--- src/rtl/stash_scanner.sv ---
// Browses a circular sample stash one slot at a time, either by button or on a tick-based dwell
// timer, and holds a registered copy of the displayed sample.
module stash_scanner #(
  parameter int unsigned DEPTH = 5,
  parameter int unsigned WIDTH = 8,
  parameter int unsigned DWELL = 4
) (
  input  logic                     clk_i,
  input  logic                     rst_ni,
  input  logic                     enable_i,
  input  logic                     browse_btn_i,
  input  logic                     auto_en_i,
  input  logic                     tick_i,
  input  logic [WIDTH-1:0]         sample_out_i,
  output logic                     next_sample_o,
  output logic [$clog2(DEPTH)-1:0] index_o,
  output logic [WIDTH-1:0]         display_value_o,
  output logic                     display_valid_o
);

  localparam int unsigned IdxW = $clog2(DEPTH);
  localparam logic [IdxW-1:0] LastIdx = IdxW'(DEPTH - 1);
  localparam logic [7:0] DwellLast = 8'(DWELL - 1);

  typedef enum logic [1:0] {StIdle, StSettle, StShow, StStep} state_e;

  state_e            state_q;
  logic [7:0]        dwell_q;
  logic              next_q;
  logic [IdxW-1:0]   index_q;
  logic [WIDTH-1:0]  value_q;
  logic              valid_q;
  logic              step_req;

  // A button press and a dwell expiry in the same cycle collapse into one request.
  assign step_req = browse_btn_i | (auto_en_i & tick_i & (dwell_q == DwellLast));

  always_ff @(posedge clk_i or negedge rst_ni) begin
    if (!rst_ni) begin
      state_q <= StIdle;
      dwell_q <= '0;
      next_q  <= 1'b0;
      index_q <= '0;
      value_q <= '0;
      valid_q <= 1'b0;
    end else begin
      next_q <= 1'b0;
      if (!auto_en_i) begin
        dwell_q <= '0;
      end
      unique case (state_q)
        StIdle: begin
          if (enable_i) begin
            state_q <= StSettle;
          end
        end
        StSettle: begin
          value_q <= sample_out_i;
          valid_q <= 1'b1;
          state_q <= StShow;
        end
        StShow: begin
          if (!enable_i) begin
            valid_q <= 1'b0;
            state_q <= StIdle;
          end else if (step_req) begin
            next_q  <= 1'b1;
            state_q <= StStep;
          end else if (auto_en_i && tick_i) begin
            dwell_q <= dwell_q + 8'd1;
          end
        end
        StStep: begin
          index_q <= (index_q == LastIdx) ? '0 : index_q + 1'b1;
          dwell_q <= '0;
          state_q <= StSettle;
        end
        default: state_q <= StIdle;
      endcase
    end
  end

  assign next_sample_o   = next_q;
  assign index_o         = index_q;
  assign display_value_o = value_q;
  assign display_valid_o = valid_q;

endmodule
--- config.mk ---
export PLATFORM = sky130hd
export DESIGN_NAME = stash_scanner
export DESIGN_NICKNAME = d
export VERILOG_FILES = /design/src/rtl/stash_scanner.sv
export SDC_FILE = /design/constraint.sdc
export NUM_CORES = 1
export LEC_CHECK = 0
export ABC_AREA = 1
export BUFFER_PORTS_ARGS = -buffer_cell sky130_fd_sc_hd__buf_2
export CORE_MARGIN = 4
export CORE_UTILIZATION = 25
export CTS_CLUSTER_DIAMETER = 80
export CTS_CLUSTER_SIZE = 40
export DETAILED_ROUTE_END_ITERATION = 6
export PLACE_DENSITY = 0.44
export SLEW_MARGIN = 5
export SYNTH_ARGS = -nofsm -noshare
export SYNTH_HDL_FRONTEND = slang
export SYNTH_SLANG_ARGS = --single-unit
--- constraint.sdc ---
create_clock -name clk_i -period 1.43 [get_ports clk_i]
set_clock_uncertainty 0.2 [all_clocks]
set_input_delay 0.286 -clock clk_i [delete_from_list [all_inputs] [get_ports clk_i]]
set_output_delay 0.286 -clock clk_i [all_outputs]
set_load 0.02 [all_outputs]
Word level (Yosys, flattened, before mapping)
Cells that the tools add are included.
Widths: inputs -> output; s select.
{"block": "op_classes", "n_addsub": 2, "n_eq_ne": 8, "muxes": 15, "bitwise": 3, "n_reduce_logical": 5}
{"operator": "$mux 8", "count": 4}
{"operator": "$pmux 8 s2", "count": 1}
{"operator": "$add 8x1->8 const B", "count": 1}
{"operator": "$eq 8x2->1 const B", "count": 1}
{"operator": "$pmux 2 s4", "count": 1}
{"operator": "$mux 2", "count": 3}
{"operator": "$eq 2x2->1 const B", "count": 2}
{"operator": "$mux 1", "count": 4}
{"operator": "$ne 2x2->1 const B", "count": 2}
{"operator": "$reduce_and 2->1", "count": 2}
{"operator": "$add 3x1->3 const B", "count": 1}
{"operator": "$eq 3x3->1 const B", "count": 1}
{"operator": "$mux 3", "count": 1}
{"operator": "$ne 3x3->1 const B", "count": 1}
{"operator": "$and 1x1->1", "count": 2}
{"operator": "$eq 2x1->1 const B", "count": 1}
{"operator": "$logic_not 2->1", "count": 1}
{"operator": "$pmux 1 s2", "count": 1}
{"operator": "$reduce_bool 2->1", "count": 1}
{"operator": "$logic_and 1x1->1", "count": 1}
{"operator": "$or 1x1->1", "count": 1}
{"block": "totals", "regBits": 23, "in_bits": 14, "output_inout_bits": 13, "word_cells": 39}

Longest topological paths before layout
Gate-level depths: netlist of the first run.
{"block": "logic_depth", "ltp_word": 6, "ltp_mapped": 10, "depth_no_buf": 10}

Worst setup path before layout of the first run
OpenSTA, ideal clock, no wires.
{"block": "synth_path", "path_type": "flip-flop to flip-flop", "startpoint": "register dwell_q[0]", "endpoint": "register dwell_q[6]", "setup_time_ns": 0.113, "t_arrival_ns": 1.195, "path_slack_ns": -0.078, "path_stages_with_launch": 10, "n_path_buf": 0, "synth_period_minus_slack_ns": 1.508, "cell_sequence": "dfrtp_1 > ha_1 > nand3_2 > nor2_2 > nor2_4 > nand3_2 > nand2_2 > nand3_1 > nand2_1 > inv_1"}
{"block": "synth_between", "elab_chain_cells": 6, "elab_cells_between_ends": 8, "cone_classes": "1 x add/sub; 1 x eq/ne; 4 x mux; 2 x bitwise"}
{"element": "start, declared", "line_no": "28", "source": "logic [7:0] dwell_q;"}
{"element": "start signal, assigned", "line_no": "70", "source": "dwell_q <= dwell_q + 8'd1;"}
{"element": "branches (longest 3 deep; another with $add 8x1->8)"}
{"element": "$mux 8 *", "line_no": "66", "source": "end else if (step_req) begin"}
{"element": "$mux 8 *", "line_no": "63", "source": "if (!enable_i) begin"}
{"element": "$pmux 8 s2 *", "line_no": "51", "source": "unique case (state_q)"}
Every way passes the cells marked *.
A chain may end at the register's enable or synchronous reset.

Worst setup path in the final report of the first run
{"block": "layout_path", "startpoint": "register dwell_q[0]", "endpoint": "register next_q (netlist: next_sample_o)"}
{"block": "layout_between", "elab_chain_cells": 6}
{"element": "$eq 8x2->1", "line_no": "36", "source": "assign step_req = browse_btn_i | (auto_en_i & tick_i & (dwell_q == DwellLast));"}
{"element": "$and 1x1->1", "line_no": "36"}
{"element": "$or 1x1->1", "line_no": "36"}
{"element": "$mux 1", "line_no": "66"}
{"element": "$mux 1", "line_no": "63"}
{"element": "$mux 1", "line_no": "51"}
{"element": "end signal, assigned", "line_no": "42", "source": "next_q <= 1'b0;"}
{"element": "end signal, assigned", "line_no": "47", "source": "next_q <= 1'b0;"}
{"element": "end signal, assigned", "line_no": "67", "source": "next_q <= 1'b1;"}
{"element": "end, declared", "line_no": "29", "source": "logic next_q;"}
No other way between the ends.

==> PnR_summary.wiki, run 1 <==
{| class="wikitable"
! Metric !! Value
|-
| Final critical-path share of the clock period || 111%
|-
| Failing checks || negative setup slack
|-
| HP Class || primary input to flip-flop
|-
| Largest net degree at the start of global routing || 24
|-
| Total nets after synthesis || 189
|-
| Slew @ Worst Pin || 0.306 ns
|-
| Syn_area_per_cell || roughly 7.6 sq um
|-
| Clock Pin Slew Worst Setup and Hold Paths || 0.09 ns
|-
| Routed WL per cell || 10.6 um
|-
| Worst ir drop on vdd || 0.857 mV
|-
| Clock tree from TritonCTS || done
|-
| Post-synthesis cell area || about 0.0013 sq mm
|-
| Number of failing hold endpoints at the final stage || 0
|-
| Period minus WS final || 1.59 ns
|-
| Most frequent standard cell in the layout excluding fill and tap cells || nand2_1
|-
| Overall routing resource usage || 10.8%
|-
| Initial antenna violation count || 0
|-
| Number of distinct library cells after synthesis || 23
|-
| Relative max-transition margin || 79.6%
|-
| Power density over the cells || 1430 mW/mm^2
|-
| Pwr Total || 2740 uW
|-
| Post-Route Utilization || between 30 and 40%
|-
| Synthesized instance count || 168
|-
| Area after DPL || 0.00170 sq mm
|-
| Initial core utilization || 26.4%
|-
| Clock insertion delay at the later pin of the skew report || 0.27 ns
|-
| Seq. cell area || 576 sq um
|-
| Buffer depth of the longest clock path || 2
|-
| IO Pins || 27
|-
| Overflow left after global routing || 0
|-
| Peak clock frequency supported by timing || 628 MHz
|-
| Placer's final routability congestion estimate || 0.756
|-
| Fin area || 0.00191 sq mm
|-
| Cell taking the most area after synthesis || dfrtp_1
|-
| Area of the die || ~0.0063 sq mm
|-
| Wire length of the first global-routing pass || ~5500 um
|-
| CP Data Required Time || 1.40 ns
|-
| Hold-critical path depth || 3
|-
| Multi-input logic area || 696 sq um
|-
| Endpoints failing setup || 11
|-
| Number of fill cells in the layout || 504
|-
| Final Slew Violations || 0
|-
| Synth warn || 0
|-
| Layout-stage area growth over the synthesis result || 49.4%
|-
| Smallest setup slack after layout || -0.163 ns
|-
| Die width || roughly 80 um
|-
| Number of nets in the finished design || 254
|-
| Standard-cell rows || 25
|-
| WS Path Type || flip-flop to flip-flop
|-
| Root Driver || clkbuf_8
|-
| Startpoint Class || flip-flop
|-
| Number of input and output port buffers inserted || 26
|-
| # diodes || 0
|-
| Max H-tree Level || 1
|-
| Via count of the first global-routing pass || 1217
|-
| Commonest cells after routing, fill and taps aside || 60 x nand2_1, 31 x buf_4, 26 x buf_2
|-
| Number of buffers added by the clock tree synthesis step || 3
|-
| Largest fanout of any net on the critical path || 7
|-
| Cell types with the largest area share after synthesis || dfrtp_1 45%, nand2_1 18%, ha_1 6.8%
|-
| Starting DRT DRC Count || 34
|-
| DPL Wire Length || 2380 um
|-
| Status || finished, violations left
|-
| Unrepaired setup endpoints after global routing || yes
|-
| Placeable Area || roughly 0.0048 sq mm
|-
| Mean number of vias per cell || 4.13
|-
| Fraction of layout cells with a size suffix above 1 || 40.1%
|-
| Number of sinks driven by the clock tree || 23
|-
| Yosys top cell area share || 45.0%
|-
| Number of flip-flops and latches in the synthesized netlist || 23
|-
| Sequential share of the synthesized area || 45.0%
|-
| Number of routed nets with antenna violations || 0
|-
| Kind of end point of the critical path || flip-flop
|-
| P_leak || between 0.001 and 0.0015 uW
|-
| Number of max-cap violations || 0
|-
| Vias || 1234
|-
| Die Y || 79.5 um
|-
| Post-route DRC || 0
|-
| Aggregate routed wire length || 3160 um
|-
| Iteration count of the initial detailed-routing pass || 4
|-
| Arrival time of data at the critical path endpoint || 1.56 ns
|-
| Number of cells on the worst reg-to-reg path || 8
|}
## state kept, by name, summed over array words and instances (netlist names)
name / cells
display_valid_o: 1
display_value_o: 8
dwell_q: 8
index_o: 3
state_q: 2
next_sample_o: 1
## routing by layer
layer / vias to the layer above / routed length (um) / GRT usage, %
li1: 656 / - / -
met1: 551 / 1520 / 14.5
met2: 23 / 1450 / 17.1
met3: 4 / 161 / 3.16
met4: 0 / 33 / 2.58
met5: - / 0 / 0
## cells in the mapped netlist
cell       n
ha_1       7
a31oi_1    1
nand2_2    2
o21ai_1    1
a21boi_1   1
a22oi_1    1
inv_1     22
nor2_2     2
nand3_1   10
clkinv_2   1
buf_2      1
nor2_1    10
nand2_1   61
nand4_1    3
or2_1      1
dfrtp_1   23
o21ai_0   13
a21oi_1    1
or2_2      1
nand3_2    3
o21ai_2    1
nor2_4     1
clkinv_1   1
## where the power goes
part | switching (uW) | internal [uW] | leakage, uW
sequential | 131 | 845 | 0.000295
combinational | 766 | 582 | 0.000683
clock | 221 | 195 | 0.0000255
## worst max-delay path: stages, from the launching register on
cell and delay [ns]:
dfrtp_1 0.42, ha_4 0.19, nand3_4 0.07, nor2_4 0.04
nor2_4 0.20, buf_4 0.15, buf_4 0.09, buf_4 0.10
nor2_4 0.03
## stage by stage
stage	setup TNS, ns	setup WS, ns	hold slack [ns]	std cells
after floorplan	-0.0962	-0.0481	-0.210	168
after global placement	-0.814	-0.112	0.0925	286
after detailed placement	-1.01	-0.144	0.0926	286
after CTS	-0.850	-0.130	0.00801	293
after global routing	-2.39	-0.247	0.0195	299
final	-1.32	-0.163	0.0162	299
## final cells by class
| class | count | area share (%) |
|---|---|---|
| clock buffer | 3 | 2.16 |
| timing repair buffer | 61 | 21.7 |
| inverter | 24 | 4.91 |
| tap | 67 | 4.39 |
| sequential | 23 | 30.1 |
| multi-input combinational | 120 | 36.4 |
| clock inverter | 1 | 0.262 |
## timing repair
| action | in CTS | in global routing |
|---|---|---|
| endpoints found under the hold margin | 23 | 0 |
| resized for setup | 10 | 19 |
| setup buffers | 2 | 6 |
| hold buffers | 1 | 0 |
| pin swaps | 3 | 8 |
| setup endpoints to repair | 10 | 20 |
| cloned | 0 | 0 |
## logic make-up after synthesis
kind of cell | count (synthesis) | share of synthesized area, %
AO/OA/AOI/OAI | 19 | 8.22
buffers and inverters | 25 | 7.53
flip-flops | 23 | 45.0
AND/OR/NAND/NOR | 94 | 32.4
adder cells (fa/ha/maj) | 7 | 6.85
## final timing paths
path,from,endpoint,slack [ns]
min reg2reg,display_value_o[0],display_value_o[0],0.27
min in group asynchronous,rst_ni,dwell_q[3],0.31
max in group asynchronous,rst_ni,display_value_o[1],0.48
max reg2reg,dwell_q[0],next_sample_o,-0.16
max,dwell_q[0],next_sample_o,-0.16
min,sample_out_i[4],display_value_o[4],0.02
(Power assumes the default switching activity.)
==> inputs of run 2 (changes only) <==
HOLD_SLACK_MARGIN = 0.06   (was not set)
==> run 2 against run 1 <==
Net effect:
- the run still ends with negative setup slack left
- sequential share of layout area fell by 1.1 points
- global-route usage rose by 0.45 points
- critical path depth did not move
- via count rose by 2.4%
- largest power group unchanged
==> PnR_summary.wiki, run 2 (synthesis results as in run 1) <==
{| class="wikitable"
! Metric !! Value
|-
| Max H-tree Level || 1 (unchanged)
|-
| Pwr Total || 2760 uW (+0.54%)
|-
| Clock Pin Slew Worst Setup and Hold Paths || 0.09 ns (about the same)
|-
| Standard-cell rows || 25 (unchanged)
|-
| Aggregate routed wire length || 3230 um (+2.2%)
|-
| HP Class || primary input to flip-flop
|-
| Worst ir drop on vdd || 0.990 mV (+16%)
|-
| Endpoints failing setup || 11 (unchanged)
|-
| Worst-case hold slack || 0.188 ns (+0.172 ns)
|-
| Slew @ Worst Pin || 0.307 ns (+0.00135 ns)
|-
| Commonest cells after routing, fill and taps aside || 60 x nand2_1, 30 x buf_4, 26 x buf_2
|-
| Reg2Reg Capture Point || dwell_q[2]
|-
| Number of nets in the finished design || 262 (+3.1%)
|-
| Mean number of vias per cell || 4.11 (-0.32%)
|-
| Overflow left after global routing || 0 (unchanged)
|-
| Fraction of layout cells with a size suffix above 1 || 38.3% (-1.8 points)
|-
| Hold path startpoint || browse_btn_i
|-
| Post-route DRC || 0 (unchanged)
|-
| Sw frac || 40.6% (-0.19 points)
|-
| Peak clock frequency supported by timing || 626 MHz (-0.20%)
|-
| CP bufs+invs || 1 (-2)
|-
| Clock network fraction of total power || 15.0% (-0.2 points)
|-
| Initial core utilization || 26.4% (unchanged)
|-
| Failing checks || negative setup slack
|-
| Power density over the cells || 1390 mW/mm^2 (-3.2%)
|-
| Period minus WS final || 1.60 ns (+0.00315 ns)
|-
| Arrival time of data at the critical path endpoint || 1.56 ns (about the same)
|-
| Number of sinks driven by the clock tree || 23 (unchanged)
|-
| Status || finished, violations left
|-
| Fin area || 0.00198 sq mm (+3.9%)
|-
| Number of input and output port buffers inserted || 26 (unchanged)
|-
| Final critical-path share of the clock period || 112% (+0.22 points)
|-
| Power share of the sequential group || 35.5% (about the same)
|-
| Initial antenna violation count || 0 (unchanged)
|-
| CP Data Required Time || 1.39 ns (about the same)
|-
| Clock tree from TritonCTS || done
|-
| Switch Pwr || 1120 uW (about the same)
|-
| Die Y || 79.5 um (unchanged)
|-
| Most frequent standard cell in the layout excluding fill and tap cells || nand2_1
|-
| Number of buffers added by the clock tree synthesis step || 3 (unchanged)
|-
| Routed WL per cell || 10.5 um (-0.51%)
|-
| Hold-critical path depth || 4 (+1)
|-
| Int Power || 1640 uW (+0.86%)
|-
| Ordered cell list for the critical path || ha_4 -> nand3_4 -> nor2_4 -> nor2_4 -> nand3_4 -> nand2_4 -> buf_4 -> a22oi_1
|-
| Final Slew Violations || 0 (unchanged)
|-
| Die width || 79.5 um (unchanged)
|-
| Vias || 1263 (+2.4%)
|-
| Critical Path Source || dwell_q[0]
|-
| Starting DRT DRC Count || 43 (+26%)
|-
| Overall routing resource usage || 11.3% (+0.45 points)
|-
| Kind of cell adding the most delay to the critical path || simple AND/OR/NAND/NOR gates
|-
| Area after DPL || 0.00170 sq mm (unchanged)
|-
| Number of failing hold endpoints at the final stage || 0 (unchanged)
|-
| WS Path Type || flip-flop to flip-flop
|-
| Wire length of the first global-routing pass || 5710 um (+4.7%)
|-
| CP max-delay cell || dfrtp_1
|-
| Number of routed nets with antenna violations || 0 (unchanged)
|-
| Number of max-cap violations || 0 (unchanged)
|-
| Largest fanout of any net on the critical path || 7 (unchanged)
|-
| Buffer depth of the longest clock path || 2 (unchanged)
|-
| Number of cells on the worst reg-to-reg path || 8 (unchanged)
|-
| Kind of end point of the critical path || flip-flop
|-
| Startpoint Class || flip-flop
|-
| Relative contribution of combinational cells to total power || 49.5% (+0.3 points)
|-
| Placer's final routability congestion estimate || 0.756 (unchanged)
|-
| Setup slack of the most critical reg-to-reg path || -0.17 ns (about the same)
|-
| # diodes || 0 (unchanged)
|-
| DPL Wire Length || 2380 um (unchanged)
|-
| Placeable Area || 0.00485 sq mm (unchanged)
|-
| Relative max-transition margin || 79.5% (-0.090 points)
|-
| Clock insertion delay at the later pin of the skew report || 0.27 ns (about the same)
|-
| Endpoint with the worst hold slack || dwell_q[2]
|-
| Area of the die || 0.00632 sq mm (unchanged)
|-
| Largest net degree at the start of global routing || 24 (unchanged)
|-
| IO Pins || 27 (unchanged)
|-
| Layout-stage area growth over the synthesis result || 55.2%
|-
| FF-to-FF Start || dwell_q[0]
|-
| Root Driver || clkbuf_8
|-
| Smallest setup slack after layout || -0.166 ns (-0.00315 ns)
|-
| Largest stage delay on the critical path || 0.42 ns (about the same)
|-
| Post-Route Utilization || 40.9% (+1.5 points)
|-
| Iteration count of the initial detailed-routing pass || 4 (unchanged)
|-
| Unrepaired setup endpoints after global routing || yes
|-
| P_leak || 0.00104 uW (+3.4%)
|-
| Via count of the first global-routing pass || 1271 (+4.4%)
|}
-- run 2: stage by stage --
step | setup WS (ns) | setup TNS (ns) | cells
after floorplan | -0.0481 | -0.0962 | 168
after global placement | -0.112 | -0.814 | 286
after detailed placement | -0.144 | -1.01 | 286
after CTS | -0.130 | -0.850 | 301
after global routing | -0.247 | -2.36 | 307
final | -0.166 | -1.34 | 307
-- run 2: metal layers --
metal | routed length (um) | vias to the layer above | track usage, % | part of all wire, %
met2 | 1500 | 27 | 18.0 | 46
met5 | 0 | - | 0 | 0
li1 | - | 673 | - | -
met1 | 1550 | 559 | 15.0 | 48
met4 | 32 | 0 | 2.58 | 0.99
met3 | 142 | 4 | 3.16 | 4.4
-- run 2: how the worst max path moves through the flow --
stage / end / slack [ns] / depth (start not counted)
6_report: dwell_q[2] / -0.17 / 8
5_1_grt: dwell_q[6] / -0.25 / 9
4_1_cts: dwell_q[6] / -0.13 / 9
3_5_place_dp: dwell_q[4] / -0.14 / 9
3_3_place_gp: dwell_q[4] / -0.11 / 9
2_1_floorplan: dwell_q[6] / -0.05 / 9
-- run 2: tightest hold or removal path, stage by stage --
cell and delay, ns:
buf_2 0.13, nor2_4 0.07, nand2_1 0.06, a22oi_1 0.07
-- run 2: final cells by class --
type | count | area, sq um
tap | 67 | 83.8
multi-input combinational | 120 | 686
fill | 500 | 2860
sequential | 23 | 576
clock inverter | 1 | 5.00
timing repair buffer | 69 | 499
inverter | 24 | 93.8
clock buffer | 3 | 41.3
-- run 2: power by group through the flow --
stage | clock network [uW] | logic [uW] | registers (uW)
2_1_floorplan | 0 | 518 | 1170
3_3_place_gp | 0 | 1250 | 979
3_5_place_dp | 0 | 1260 | 973
4_1_cts | 441 | 1310 | 971
5_1_grt | 464 | 1540 | 1000
6_report | 414 | 1360 | 978
-- run 2: what timing repair did --
| item | 4_1_cts | 5_1_grt |
|---|---|---|
| endpoints found under the setup margin | 10 | 20 |
| buffers inserted | 2 | 6 |
| resized for setup | 10 | 18 |
| pin swaps | 3 | 7 |
| hold endpoints to repair | 31 | 0 |
| hold buffers | 9 | 0 |
==> inputs of run 3 (changes only) <==
CORE_ASPECT_RATIO = 0.6   (was not set)
HOLD_SLACK_MARGIN = 0.05   (was 0.06)
==> run 3 against run 2 <==
Net effect:
- register-to-register slack about the same
- the flow still finishes with violations (negative setup slack)
- clock-buffer cell count increased by 1
- worst setup slack improved by 0.0097 ns
- hold slack got worse by 0.066 ns
- combinational power decreased by 7%
- final cell count decreased by 4.6%
- critical endpoint is now dwell_q[5]
- maximum frequency increased by 0.61%
- via count decreased by 0.32%
- sequential cell count unchanged
==> PnR_summary.wiki, run 3 (synthesis results as in run 1) <==
{| class="wikitable"
! Metric !! Value
|-
| Status || finished, violations left
|-
| Failing checks || negative setup slack
|-
| Max H-tree Level || 1 (unchanged)
|-
| Largest stage delay on the critical path || 0.42 ns (about the same)
|-
| Iteration count of the initial detailed-routing pass || 4 (unchanged)
|-
| Fin area || 0.00191 sq mm (-3.9%)
|-
| Met1 wire length || 1710 um (+10%)
|-
| CP dominant cell by count || nand2_1
|-
| Setup slack of the most critical reg-to-reg path || -0.16 ns (about the same)
|-
| Smallest setup slack after layout || -0.157 ns (+0.00966 ns)
|-
| Clock insertion delay at the later pin of the skew report || 0.27 ns (about the same)
|-
| Number of sinks driven by the clock tree || 23 (unchanged)
|-
| Mean number of vias per cell || 4.30 (+4.4%)
|-
| Sw frac || 41.6% (+0.98 points)
|-
| Fraction of layout cells with a size suffix above 1 || 36.1% (-2.2 points)
|-
| Slew @ Worst Pin || 0.307 ns (-0.000185 ns)
|-
| Multi-input logic area || 711 sq um (+3.6%)
|-
| Largest net degree at the start of global routing || 24 (unchanged)
|-
| Starting DRT DRC Count || 43 (unchanged)
|-
| Overall routing resource usage || 11.0% (-0.29 points)
|-
| Initial antenna violation count || 0 (unchanged)
|-
| Relative max-transition margin || 79.5% (about the same)
|-
| Aggregate routed wire length || 3290 um (+2.0%)
|-
| Buffer depth of the longest clock path || 2 (unchanged)
|-
| Placer's final routability congestion estimate || 0.797 (+5.5%)
|-
| Layout-stage area growth over the synthesis result || 49.1%
|-
| Reg2Reg Capture Point || dwell_q[5]
|-
| Endpoint with the worst hold slack || display_valid_o
|-
| Vias || 1259 (-0.32%)
|-
| CP Data Required Time || 1.40 ns (about the same)
|-
| Endpoints failing setup || 10 (-1)
|-
| Power density over the cells || 1380 mW/mm^2 (-0.48%)
|-
| Clock tree from TritonCTS || done
|-
| Kind of end point of the critical path || flip-flop
|-
| HP Class || primary input to flip-flop
|-
| DPL Wire Length || 2450 um (+2.8%)
|-
| Placeable Area || 0.00475 sq mm (-1.9%)
|-
| Detailed route wirelength on metal3 || 109 um (-23%)
|-
| Peak clock frequency supported by timing || 630 MHz (+0.61%)
|-
| P_leak || 0.000987 uW (-5.0%)
|-
| Power share of the sequential group || 36.7% (+1.2 points)
|-
| Worst ir drop on vdd || 0.638 mV (-36%)
|-
| Number of max-cap violations || 0 (unchanged)
|-
| Relative contribution of combinational cells to total power || 47.8% (-1.7 points)
|-
| Overflow left after global routing || 0 (unchanged)
|-
| Final critical-path share of the clock period || 111% (-0.68 points)
|-
| # diodes || 0 (unchanged)
|-
| Number of input and output port buffers inserted || 26 (unchanged)
|-
| Root Driver || clkbuf_8
|-
| Hold path startpoint || enable_i
|-
| Number of buffers added by the clock tree synthesis step || 3 (unchanged)
|-
| Number of routed nets with antenna violations || 0 (unchanged)
|-
| Post-Route Utilization || 40.1% (-0.82 points)
|-
| FF-to-FF Start || dwell_q[0]
|-
| Arrival time of data at the critical path endpoint || 1.56 ns (about the same)
|-
| Cells after DPL || 280 (-2.1%)
|-
| Switch Pwr || 1100 uW (-2.1%)
|-
| Wire length of the first global-routing pass || 5660 um (-0.86%)
|-
| Metal2 WL || 1470 um (-1.8%)
|-
| Number of failing hold endpoints at the final stage || 0 (unchanged)
|-
| Number of nets in the finished design || 252 (-3.8%)
|-
| Area after DPL || 0.00167 sq mm (-1.9%)
|-
| Die width || 100 um (+26%)
|-
| Number of non-filler instances in the completed layout || 293 (-4.6%)
|-
| Hold-critical path depth || 3 (-1)
|-
| WS Path Type || flip-flop to flip-flop
|-
| Startpoint Class || flip-flop
|-
| Post-route DRC || 0 (unchanged)
|-
| Routed WL per cell || 11.2 um (+6.9%)
|-
| Number of setup buffers added after CTS || 0 (-2)
|-
| Period minus WS final || 1.59 ns (-0.00966 ns)
|-
| Setup TNS Final || -1.04 ns (+0.300 ns)
|-
| CP max-delay cell || dfrtp_1
|-
| Commonest cells after routing, fill and taps aside || 58 x nand2_1, 26 x buf_2, 24 x buf_4
|-
| IO Pins || 27 (unchanged)
|-
| Clock network fraction of total power || 15.5% (+0.5 points)
|-
| Unrepaired setup endpoints after global routing || yes
|-
| Clock Pin Slew Worst Setup and Hold Paths || 0.08 ns (about the same)
|-
| Die Y || 63.4 um (-20%)
|-
| Number of fill cells in the layout || 494 (-1.2%)
|-
| Int Power || 1540 uW (-6.0%)
|-
| Standard-cell rows || 19 (-24%)
|-
| Uppermost signal routing layer after detailed routing || met3
|-
| Most frequent standard cell in the layout excluding fill and tap cells || nand2_1
|-
| Via count of the first global-routing pass || 1195 (-6.0%)
|-
| Initial core utilization || 26.9% (+0.52 points)
|-
| Final Slew Violations || 0 (unchanged)
|-
| Number of cells on the worst reg-to-reg path || 9 (+1)
|-
| Area of the die || 0.00636 sq mm (+0.59%)
|-
| Seq. cell area || 576 sq um (unchanged)
|-
| Largest fanout of any net on the critical path || 6 (-1)
|-
| Ordered cell list for the critical path || ha_4 -> nand3_4 -> nor2_4 -> nor2_4 -> nand4_1 -> nand2_1 -> nand2_1 -> nand2_1 -> inv_1
|}
## run 3: cell types whose count changed in the layout (fill, tap and decap cells not counted), moves of 2 or more
cell | previous run | this run
buf_4 | 30 | 24
inv_2 | 5 | 1
o21ai_0 | 6 | 10
buf_6 | 3 | 0
inv_1 | 17 | 20
o21ai_1 | 7 | 4
nand2_1 | 60 | 58
nand2_2 | 2 | 4
nand3_1 | 8 | 6
nand3_2 | 3 | 5
## run 3: worst max path at each step
stage	from	end	slack, ns	cells after the start
after global placement	dwell_q[1]	dwell_q[6]	-0.22	9
after floorplan	dwell_q[1]	dwell_q[6]	-0.05	9
after global routing	dwell_q[0]	dwell_q[5]	-0.27	9
after CTS	dwell_q[0]	dwell_q[6]	-0.18	9
after detailed placement	dwell_q[1]	dwell_q[6]	-0.21	9
final	dwell_q[0]	dwell_q[5]	-0.16	9
## run 3: through the flow
step	power [uW]	hold slack, ns	worst slack, ns
6_report	2640	0.122	-0.157
5_1_grt	2870	0.128	-0.269
4_1_cts	2610	0.121	-0.176
3_5_place_dp	2160	0.0926	-0.207
3_3_place_gp	2160	0.0867	-0.215
2_1_floorplan	1690	-0.210	-0.0481
## run 3: power by group through the flow
stage / clock [uW] / combinational (uW) / sequential [uW]
2_1_floorplan: 0 / 518 / 1170
3_3_place_gp: 0 / 1190 / 970
3_5_place_dp: 0 / 1190 / 971
4_1_cts: 432 / 1220 / 959
5_1_grt: 461 / 1410 / 995
6_report: 409 / 1260 / 967
## run 3: layout make-up
cell class / count / area share, %
Timing Repair Buffer: 59 / 21.0
Multi-Input combinational cell: 120 / 37.3
Sequential cell: 23 / 30.2
Clock buffer: 4 / 2.36
Inverter: 24 / 5.05
Tap cell: 63 / 4.13
## run 3: what timing repair did
item | 4_1_cts | 5_1_grt
endpoints found under the hold margin | 31 | 0
gates resized for setup | 8 | 17
endpoints found under the setup margin | 10 | 14
pin swaps | 9 | 10
hold buffers | 9 | 0
## run 3: critical path: cells and delay by family (launching register included)
| family | cells | cell delay, ns |
|---|---|---|
| adders and majority gates | 1 | 0.19 |
| buffers and inverters | 1 | 0.03 |
| DFF | 1 | 0.42 |
| and+or+nand+nor | 7 | 0.66 |
## run 3: metal layers
metal  GRT usage [%]  vias to the layer above
met2            16.2                       17
met4            2.02                        0
met1            16.3                      592
met3            2.65                        0
li1                -                      650
met5               0                        -
